===== config.mk =====
export PLATFORM = sky130hd
export DESIGN_NAME = lane_credit_sched
export DESIGN_NICKNAME = d
export VERILOG_FILES = /design/src/rtl/lane_credit_sched.sv
export SDC_FILE = /design/constraint.sdc
export NUM_CORES = 1
export LEC_CHECK = 0
export ABC_AREA = 1
export CAP_MARGIN = 10
export CORE_MARGIN = 2
export CORE_UTILIZATION = 50
export CTS_BUF_LIST = sky130_fd_sc_hd__clkbuf_4 sky130_fd_sc_hd__clkbuf_8
export DETAILED_ROUTE_END_ITERATION = 8
export GPL_ROUTABILITY_DRIVEN = 0
export PLACE_DENSITY = 0.74
export SYNTH_ARGS = -nofsm -noshare
export SYNTH_HDL_FRONTEND = slang
export SYNTH_SLANG_ARGS = --single-unit

===== constraint.sdc =====
create_clock -name clk -period 5.7 [get_ports clk]
set_input_delay 1.14 -clock clk [delete_from_list [all_inputs] [get_ports clk]]
set_output_delay 1.14 -clock clk [all_outputs]
set_load 0.01 [all_outputs]

===== src/rtl/lane_credit_sched.sv =====
// rtl/lane_credit_sched.sv - round-robin one-hot lane grants gated by per-lane credits
// Optional STALL-cycle counter port stall_cnt under LANE_CREDIT_SCHED_STALL_CNT_EN.
module lane_credit_sched #(
  parameter int X    = 4,
  parameter int Y    = 1,
  parameter int CRED = 3
) (
  input  logic         clk,
  input  logic         rstb,
  input  logic         req_vld,
  input  logic [X-1:0] req_lanes,
  output logic         req_rdy,
  input  logic [X-1:0] rtn,
  output logic [X-1:0] xb,
  output logic [X-1:0] cb,
  output logic         busy,
`ifdef LANE_CREDIT_SCHED_STALL_CNT_EN
  output logic [15:0]  stall_cnt,
`endif
  output logic         cred_err
);

  localparam int CW = $clog2(CRED + 1);
  localparam int PW = (X > 1) ? $clog2(X) : 1;
  localparam logic [CW-1:0] CMAX = CW'(CRED);

  localparam logic [1:0] ST_IDLE  = 2'd0;
  localparam logic [1:0] ST_ARB   = 2'd1;
  localparam logic [1:0] ST_STALL = 2'd2;

  generate
    if (Y != 1) begin : g_y_check
      $error("lane_credit_sched: only Y=1 is supported");
    end
    if (CRED < 1 || CRED > 15) begin : g_cred_check
      $error("lane_credit_sched: CRED must be 1..15");
    end
  endgenerate

  logic [1:0]    state_q, state_d;
  logic [X-1:0]  pend_q, pend_d;
  logic [PW-1:0] rr_q, rr_d;
  logic [CW-1:0] cred_q [X];
  logic [CW-1:0] cred_d [X];
  logic [X-1:0]  xb_q, xb_d;
  logic [X-1:0]  cb_q, cb_d;
  logic          err_q, err_d;

  logic [X-1:0]  elig;
  logic [X-1:0]  grant;
  logic          found;
  logic [PW-1:0] sel;
  logic [PW-1:0] idx;

  always_comb begin
    state_d = state_q;
    pend_d  = pend_q;
    rr_d    = rr_q;
    err_d   = err_q;
    elig    = '0;
    grant   = '0;
    found   = 1'b0;
    sel     = '0;
    idx     = '0;

    // Eligibility uses the credits held before this cycle's grant/return updates.
    for (int i = 0; i < X; i++) begin
      elig[i] = pend_q[i] && (cred_q[i] != '0);
    end
    for (int i = 0; i < X; i++) begin
      idx = PW'((int'(rr_q) + i) % X);
      if (!found && elig[idx]) begin
        found = 1'b1;
        sel   = idx;
      end
    end

    case (state_q)
      ST_IDLE: begin
        if (req_vld) begin
          pend_d = req_lanes;
          if (req_lanes != '0) state_d = ST_ARB;
        end
      end
      ST_ARB, ST_STALL: begin
        if (found) begin
          grant[sel]  = 1'b1;
          pend_d[sel] = 1'b0;
          rr_d        = PW'((int'(sel) + 1) % X);
          state_d     = (pend_d == '0) ? ST_IDLE : ST_ARB;
        end else begin
          state_d = ST_STALL;
        end
      end
      default: state_d = ST_IDLE;
    endcase

    xb_d = grant;

    for (int i = 0; i < X; i++) begin
      cred_d[i] = cred_q[i];
      if (rtn[i] && !grant[i] && cred_q[i] == CMAX) begin
        err_d = 1'b1;
      end else begin
        cred_d[i] = cred_q[i] - CW'(grant[i]) + CW'(rtn[i]);
      end
      cb_d[i] = (cred_d[i] != '0);
    end
  end

  always_ff @(posedge clk) begin
    if (rstb) begin
      state_q <= ST_IDLE;
      pend_q  <= '0;
      rr_q    <= '0;
      xb_q    <= '0;
      cb_q    <= '1;
      err_q   <= 1'b0;
      for (int i = 0; i < X; i++) cred_q[i] <= CMAX;
    end else begin
      state_q <= state_d;
      pend_q  <= pend_d;
      rr_q    <= rr_d;
      xb_q    <= xb_d;
      cb_q    <= cb_d;
      err_q   <= err_d;
      for (int i = 0; i < X; i++) cred_q[i] <= cred_d[i];
    end
  end

`ifdef LANE_CREDIT_SCHED_STALL_CNT_EN
  logic [15:0] stall_q, stall_d;

  always_comb begin
    stall_d = stall_q;
    if (state_q == ST_STALL && stall_q != 16'hFFFF) stall_d = stall_q + 16'd1;
  end

  always_ff @(posedge clk) begin
    if (rstb) stall_q <= '0;
    else      stall_q <= stall_d;
  end

  assign stall_cnt = stall_q;
`endif

  assign req_rdy  = (state_q == ST_IDLE);
  assign busy     = (state_q != ST_IDLE);
  assign xb       = xb_q;
  assign cb       = cb_q;
  assign cred_err = err_q;

endmodule


==> impl_metrics.toml, run 1 <==
[yosys]
synth_area_mm2 = 0.001561
synth.most_common_cell = "nand2_1"
syn_nets = 240
synth_area_leaders = "dfxtp_1 32%, ha_1 11%, nand2_1 9.6%"
ys.flop_type = "dfxtp_1"
synth_top_area_share_pct = 32.05
ys_warn_count = 0
synthesis.instances = 215
yosysTopAreaCell = "dfxtp_1"
synth_edf_count = 0
synth_seq_cells = 25
async_flop_share_pct = 0
ys_top_cells_by_count = "40 x nand2_1, 34 x inv_1, 27 x nand3_1"
synth.avg_cell_area_um2 = 7.263
synth_cell_types = 30
yosysSeqAreaShare_pct = 32.05

[route]
drc_errors = 0
drt_first_pass_iters = 4
routed_wl_mm = 2.975
via_count = 1352
antenna_left = 0
drt-initial-drc-count = 50
routedWlPerCell_um = 11.10
routed_via_density = 5.045

[clocking]
cts_sinks = 25
cts_made_buffers = 3
cts_max_path_buffers = 2
root_buffer = "clkbuf_4"
clk_pin_slew_ns = 0.14
cts_tree = "built"
postCtsHoldBufs = 0
cts_setup_buffers = 0
clk-insertion-delay-late_ns = 0.32
htreeDepth = 1
cts_resized = 0

[critical_path]
cp_top_family = "simple AND/OR/NAND/NOR gates"
crit_buf_inv = 4
end_kind = "flop"
crit_path_start_kind = "flop"
required_ns = 5.92
ff2ff_path_depth = 19
cp_slowest_cell = "dfxtp_1"
worstPathMaxFanout = 7
max_stage_delay_ns = 0.53
critical_path.reg2reg.endpoint = "cb[0]$_SDFF_PP1_"
cp.arrival_ns = 3.48
path_cells = "inv_4 > nand3_2 > nand2_1 > o21ai_2 > nor2b_1 > nor2_1 > xor2_1 > nor2_1 > inv_1 > ha_1 > nand3_1 > inv_1 > ha_1 > inv_1 > ha_1 > xnor2_1 > xor2_1 > nor2_1 > nand3_1"
reg2reg_from = "rr_q[0]$_SDFFE_PP0P_"
critPathKind = "reg -> reg"
reg2reg_slack_ns = 2.44

[cells_and_area]
register_area_um2 = 500.5
multi_input_area_um2 = 889.6
syn_to_final_growth_pct = 16.27
diodes = 0
final_layout_size_suffix_gt1_share_pct = 9.362
final_nets = 261
fillers = 290

[sta]
drv_slew = 0
finalSetupTns_ns = 0
fin_skew_ns = 0.007663
fmax_mhz = 306.4
setup_viol = 0
worst_slack_ns = 2.437
layout_min_cycle_time_ns = 3.263
grt_setup_unrepaired = "no"
timing.slew.headroom_pct = 65.44
hold_viol_final = 0
tightest_slew_ns = 0.5168
finalCritPeriodShare_pct = 57.25

[floorplan]
rows = 20
die_w_um = 59.89
core_mm2 = 0.003003
die_h_um = 59.89
start_util_pct = 52.00
pin_count = 22
die-area_mm2 = 0.003586

[place]
hpwlAfterDp_mm = 2.423
port_buffers = 21
pre_cts_ws_ns = 2.442

[grt]
grt_pass1_wl_mm = 5.292
grt_start_max_net_pins = 16
grt_pass1_vias = 1218
grtUsageTotal_pct = 19.29
antenna_found_initial = 0
grt_overflow = 0

[pwr]
power.leakage_nw = 0.9165
vdd.ir_drop.worst_mv = 0.3880
power.density_mw_per_mm2 = 650.4

[job]
max_cap_violations = 0

[min_path]
min_path_type = "reg -> reg"
min_to = "state_q[0]$_SDFFE_PP0P_"
holdCritStartpoint = "state_q[0]$_SDFFE_PP0P_"
hold-path-cell-count = 2

[run_status]
outcome = "complete, no violations"
==> through the flow <==
stage	area, um^2	util (%)	power (mW)	instances	hold WS, ns
after floorplan	1562	-	0.9104	215	0.4552
after global placement	1785	59.46	1.092	264	0.4783
after detailed placement	1785	59.46	1.099	264	0.4857
after CTS	1815	60.46	1.188	268	0.5040
after global routing	1815	60.46	1.317	268	0.5222
final	1815	60.46	1.181	268	0.4990
==> placed cells by master, fill, tap and decap left out, types with 2 or more instances in the layout <==
cell and n:
inv_1 34, o21ai_2 2, nand3_1 27, dfxtp_1 25, nand4_1 2, ha_1 14, nand2_1 40, clkbuf_4 3
o21ai_0 5, nor2_1 19, xnor2_1 4, inv_4 2, a21oi_1 10, nand3_2 3, clkdlybuf4s50_1 21, nand2_2 4
nor3_1 2, xor2_1 4, nand2_4 3
==> state kept, by name (all words and copies together) (netlist names) <==
name	count
cred_q	8
cb	4
pend_q	4
xb	4
rr_q	2
state_q	2
cred_err	1
==> layout make-up <==
class	instances	share of cell area, %
clock buffer	3	1.241
clock inverter	1	0.4135
inverter	37	7.926
multi-input combinational	148	49.00
sequential	25	27.57
tap	33	2.274
timing repair buffer	21	11.58
==> worst min-delay path: stages, from the launching register on <==
cell and delay, ns:
dfxtp_1 0.35, nand2_1 0.06, a21oi_1 0.06
==> power breakdown <==
| group | total (mW) | switching, mW | leakage (nW) | internal [mW] |
|---|---|---|---|---|
| Clock | 0.0806 | 0.0538 | 0.0139 | 0.0268 |
| Combinational | 0.817 | 0.502 | 0.697 | 0.315 |
| Sequential | 0.283 | 0.0414 | 0.205 | 0.242 |
| Total | 1.18 | 0.597 | 0.916 | 0.584 |
==> cell families (layout without fill, tap and decap cells) <==
family,count (synthesis),in the layout,share of synthesized area [%]
XOR/XNOR,8,8,4.487
AO/OA/AOI/OAI,22,22,8.735
adder cells (fa/ha/maj),14,14,11.22
AND/OR/NAND/NOR,104,104,32.53
flip-flops,25,25,32.05
buffers and inverters,42,62,10.98
==> how the worst max path moves through the flow <==
stage	startpoint	to	depth (start not counted)
2_1_floorplan	rr_q[0]$_SDFFE_PP0P_	cb[0]$_SDFF_PP1_	20
3_3_place_gp	rr_q[0]$_SDFFE_PP0P_	cb[0]$_SDFF_PP1_	19
3_5_place_dp	rr_q[0]$_SDFFE_PP0P_	cb[0]$_SDFF_PP1_	20
4_1_cts	rr_q[0]$_SDFFE_PP0P_	cb[0]$_SDFF_PP1_	19
5_1_grt	rr_q[0]$_SDFFE_PP0P_	cb[1]$_SDFF_PP1_	18
6_report	rr_q[0]$_SDFFE_PP0P_	cb[0]$_SDFF_PP1_	19
==> per-layer routing <==
metal,global-route usage (%),up-vias,routed length [um]
met5,0,-,0
met4,6.667,0,34
met3,1.948,4,73
met2,30.59,24,1353
met1,27.20,599,1513
li1,-,725,-
Power figures use the tool's default switching activity.
==> inputs of run 2 (changes only) <==
clock period = 3.1 ns   (was 5.7 ns; I/O delays follow)
==> run 2 against run 1 <==
Effect of this change: via count up 5.8%; final cell count up 3.7%; sequential power up 88%; power up 110%; core utilization up 5.4 points; clock skew up 0.0025 ns; critical path depth up 1; routed wire length up 16%; design area up 8.9%; combinational power up 120%; largest power group unchanged.
==> impl_metrics.toml, run 2 (synthesis gave the netlist of run 1 again) <==
[route]
routed_wl_mm = 3.440
drt-initial-drc-count = 51
antenna_left = 0
routed_via_density = 5.144
routedWlPerCell_um = 12.37
via_count = 1430
drc_errors = 0
drt_first_pass_iters = 4

[cells_and_area]
largest_register_ff_count = 8
final_area_mm2 = 0.001977
final_nets = 271
regMostFlops = "cred_q"
syn_to_final_growth_pct = 26.60
diodes = 0
layout_commonest_cell = "nand2_1"
final_layout_size_suffix_gt1_share_pct = 22.86
final_cell_mix = "36 x nand2_1, 32 x inv_1, 22 x nand3_1, 22 x dfxtp_1, 21 x clkdlybuf4s50_1"

[job]
max_cap_violations = 0

[critical_path]
max_stage_delay_ns = 0.33
critical_path.reg2reg.endpoint = "cred_q[1][1]$_SDFF_PP1_"
crit_start = "cred_q[2][1]$_SDFF_PP1_"
ff2ff_path_depth = 20
cp.arrival_ns = 3.21
reg2reg_from = "cred_q[2][1]$_SDFF_PP1_"
required_ns = 3.33
cp_slowest_cell = "dfxtp_1"
reg2reg_slack_ns = 0.12
crit_path_start_kind = "flop"
path_cells = "inv_1 > nand2_2 > nand3_2 > nand2_2 > o21ai_2 > nand2_1 > nor2_2 > nor2_1 > xor2_1 > nor2_2 > ha_2 > nand3_2 > inv_1 > ha_1 > inv_1 > ha_1 > xnor2_2 > o21ai_1 > a21oi_2 > nand2_1"
worstPathMaxFanout = 3
critPathKind = "reg -> reg"
crit_top_cell = "inv_1"
cp_top_family = "simple AND/OR/NAND/NOR gates"
crit_buf_inv = 3
end_kind = "flop"

[sta]
fin_worst_hold_slack_ns = 0.4965
tightest_slew_ns = 0.5131
hold_viol_final = 0
finalCritPeriodShare_pct = 96.05
timing.slew.headroom_pct = 65.80
drv_slew = 0
fin_skew_ns = 0.01014
setup_viol = 0
fmax_mhz = 335.9
layout_min_cycle_time_ns = 2.977

[min_path]
holdCritStartpoint = "state_q[0]$_SDFFE_PP0P_"
min_to = "state_q[0]$_SDFFE_PP0P_"
min_path_type = "reg -> reg"
hold-path-cell-count = 2

[place]
port_buffers = 21
hpwlAfterDp_mm = 2.451
dpl_cell_area_mm2 = 0.001831

[grt]
grt_start_max_net_pins = 16
grt_pass1_wl_mm = 5.043
antenna_found_initial = 0
grt_pass1_vias = 1215
grt_overflow = 0
grtUsageTotal_pct = 18.68

[floorplan]
core_mm2 = 0.003003
start_util_pct = 52.00
pin_count = 22
die-area_mm2 = 0.003586
die_h_um = 59.89
die_w_um = 59.89
rows = 20

[pwr]
power.leakage_nw = 0.9666
power.density_mw_per_mm2 = 1251
vdd.ir_drop.worst_mv = 0.6659

[run_status]
outcome = "complete, no violations"

[clocking]
cts_tree = "built"
cts_made_buffers = 3
clk_pin_slew_ns = 0.15
clk-insertion-delay-late_ns = 0.33
root_buffer = "clkbuf_4"
cts_sinks = 25
postCtsHoldBufs = 0
cts_max_path_buffers = 2
htreeDepth = 1
[run 2: changes by cell type in the layout (fill, tap and decap cells not counted), moves of 2 or more]
cell,change
buf_4,+10
nand3_1,-5
ha_1,-4
ha_2,+4
nand2_1,-4
nand3_2,+4
dfxtp_1,-3
nand2_2,+3
dfxtp_2,+2
inv_1,-2
inv_2,+2
nor2_1,-2
nor2_2,+2
[run 2: metrics by stage]
stage	power, mW	setup slack [ns]	instances	TNS, ns	utilization (%)
detailed placement	2.069	-0.01840	270	-0.01840	60.96
global route	2.689	-0.07290	278	-0.2607	65.83
floorplan	1.674	0.2521	215	0	-
finish	2.473	0.1226	278	0	65.83
global placement	2.050	0.06807	270	0	60.96
CTS	2.235	0.02339	274	0	62.00
[run 2: worst reg2reg max path: stages, from the launching register on]
cell     delay (ns)
dfxtp_1        0.33
inv_1          0.11
nand2_2        0.09
nand3_2        0.09
nand2_2        0.08
o21ai_2        0.16
nand2_1        0.08
nor2_2         0.13
nor2_1         0.06
xor2_1         0.24
nor2_2         0.10
ha_2           0.19
nand3_2        0.09
inv_1          0.05
ha_1           0.27
inv_1          0.04
ha_1           0.20
xnor2_2        0.20
o21ai_1        0.12
a21oi_2        0.18
nand2_1        0.07
[run 2: timing repair]
item                       in CTS  in global routing
pin swaps                       0                  9
gates resized for setup         1                 27
buffers inserted                0                  4
setup endpoints to repair       3                  8
[run 2: power by group]
group | total, mW | leakage (nW) | switching (mW) | internal [mW]
logic | 1.79 | 0.746 | 1.06 | 0.731
clock network | 0.152 | 0.0139 | 0.103 | 0.0494
registers | 0.532 | 0.206 | 0.0834 | 0.448
total | 2.47 | 0.967 | 1.24 | 1.23
[run 2: worst max path at each step]
stage	endpoint	slack, ns	cells after the start
detailed placement	cb[0]$_SDFF_PP1_	-0.02	22
CTS	cb[0]$_SDFF_PP1_	0.02	21
global placement	cb[2]$_SDFF_PP1_	0.07	22
global route	cb[1]$_SDFF_PP1_	-0.07	19
floorplan	cb[0]$_SDFF_PP1_	0.25	20
finish	cred_q[1][1]$_SDFF_PP1_	0.12	20
[run 2: cell type report]
type | instances | area (um^2)
clock buffer | 3 | 22.52
clock inverter | 1 | 7.507
fill | 278 | 1026
inverter | 37 | 143.9
multi-input combinational | 148 | 969.7
sequential | 25 | 506.7
tap | 33 | 41.29
timing repair buffer | 31 | 285.3
[run 2: routing by layer]
layer / routed length, um / up-vias / GRT usage, %
li1: - / 743 / -
met1: 1554 / 661 / 24.06
met2: 1764 / 21 / 31.52
met4: 42 / 0 / 6.667
met3: 79 / 5 / 2.814
met5: 0 / - / 0
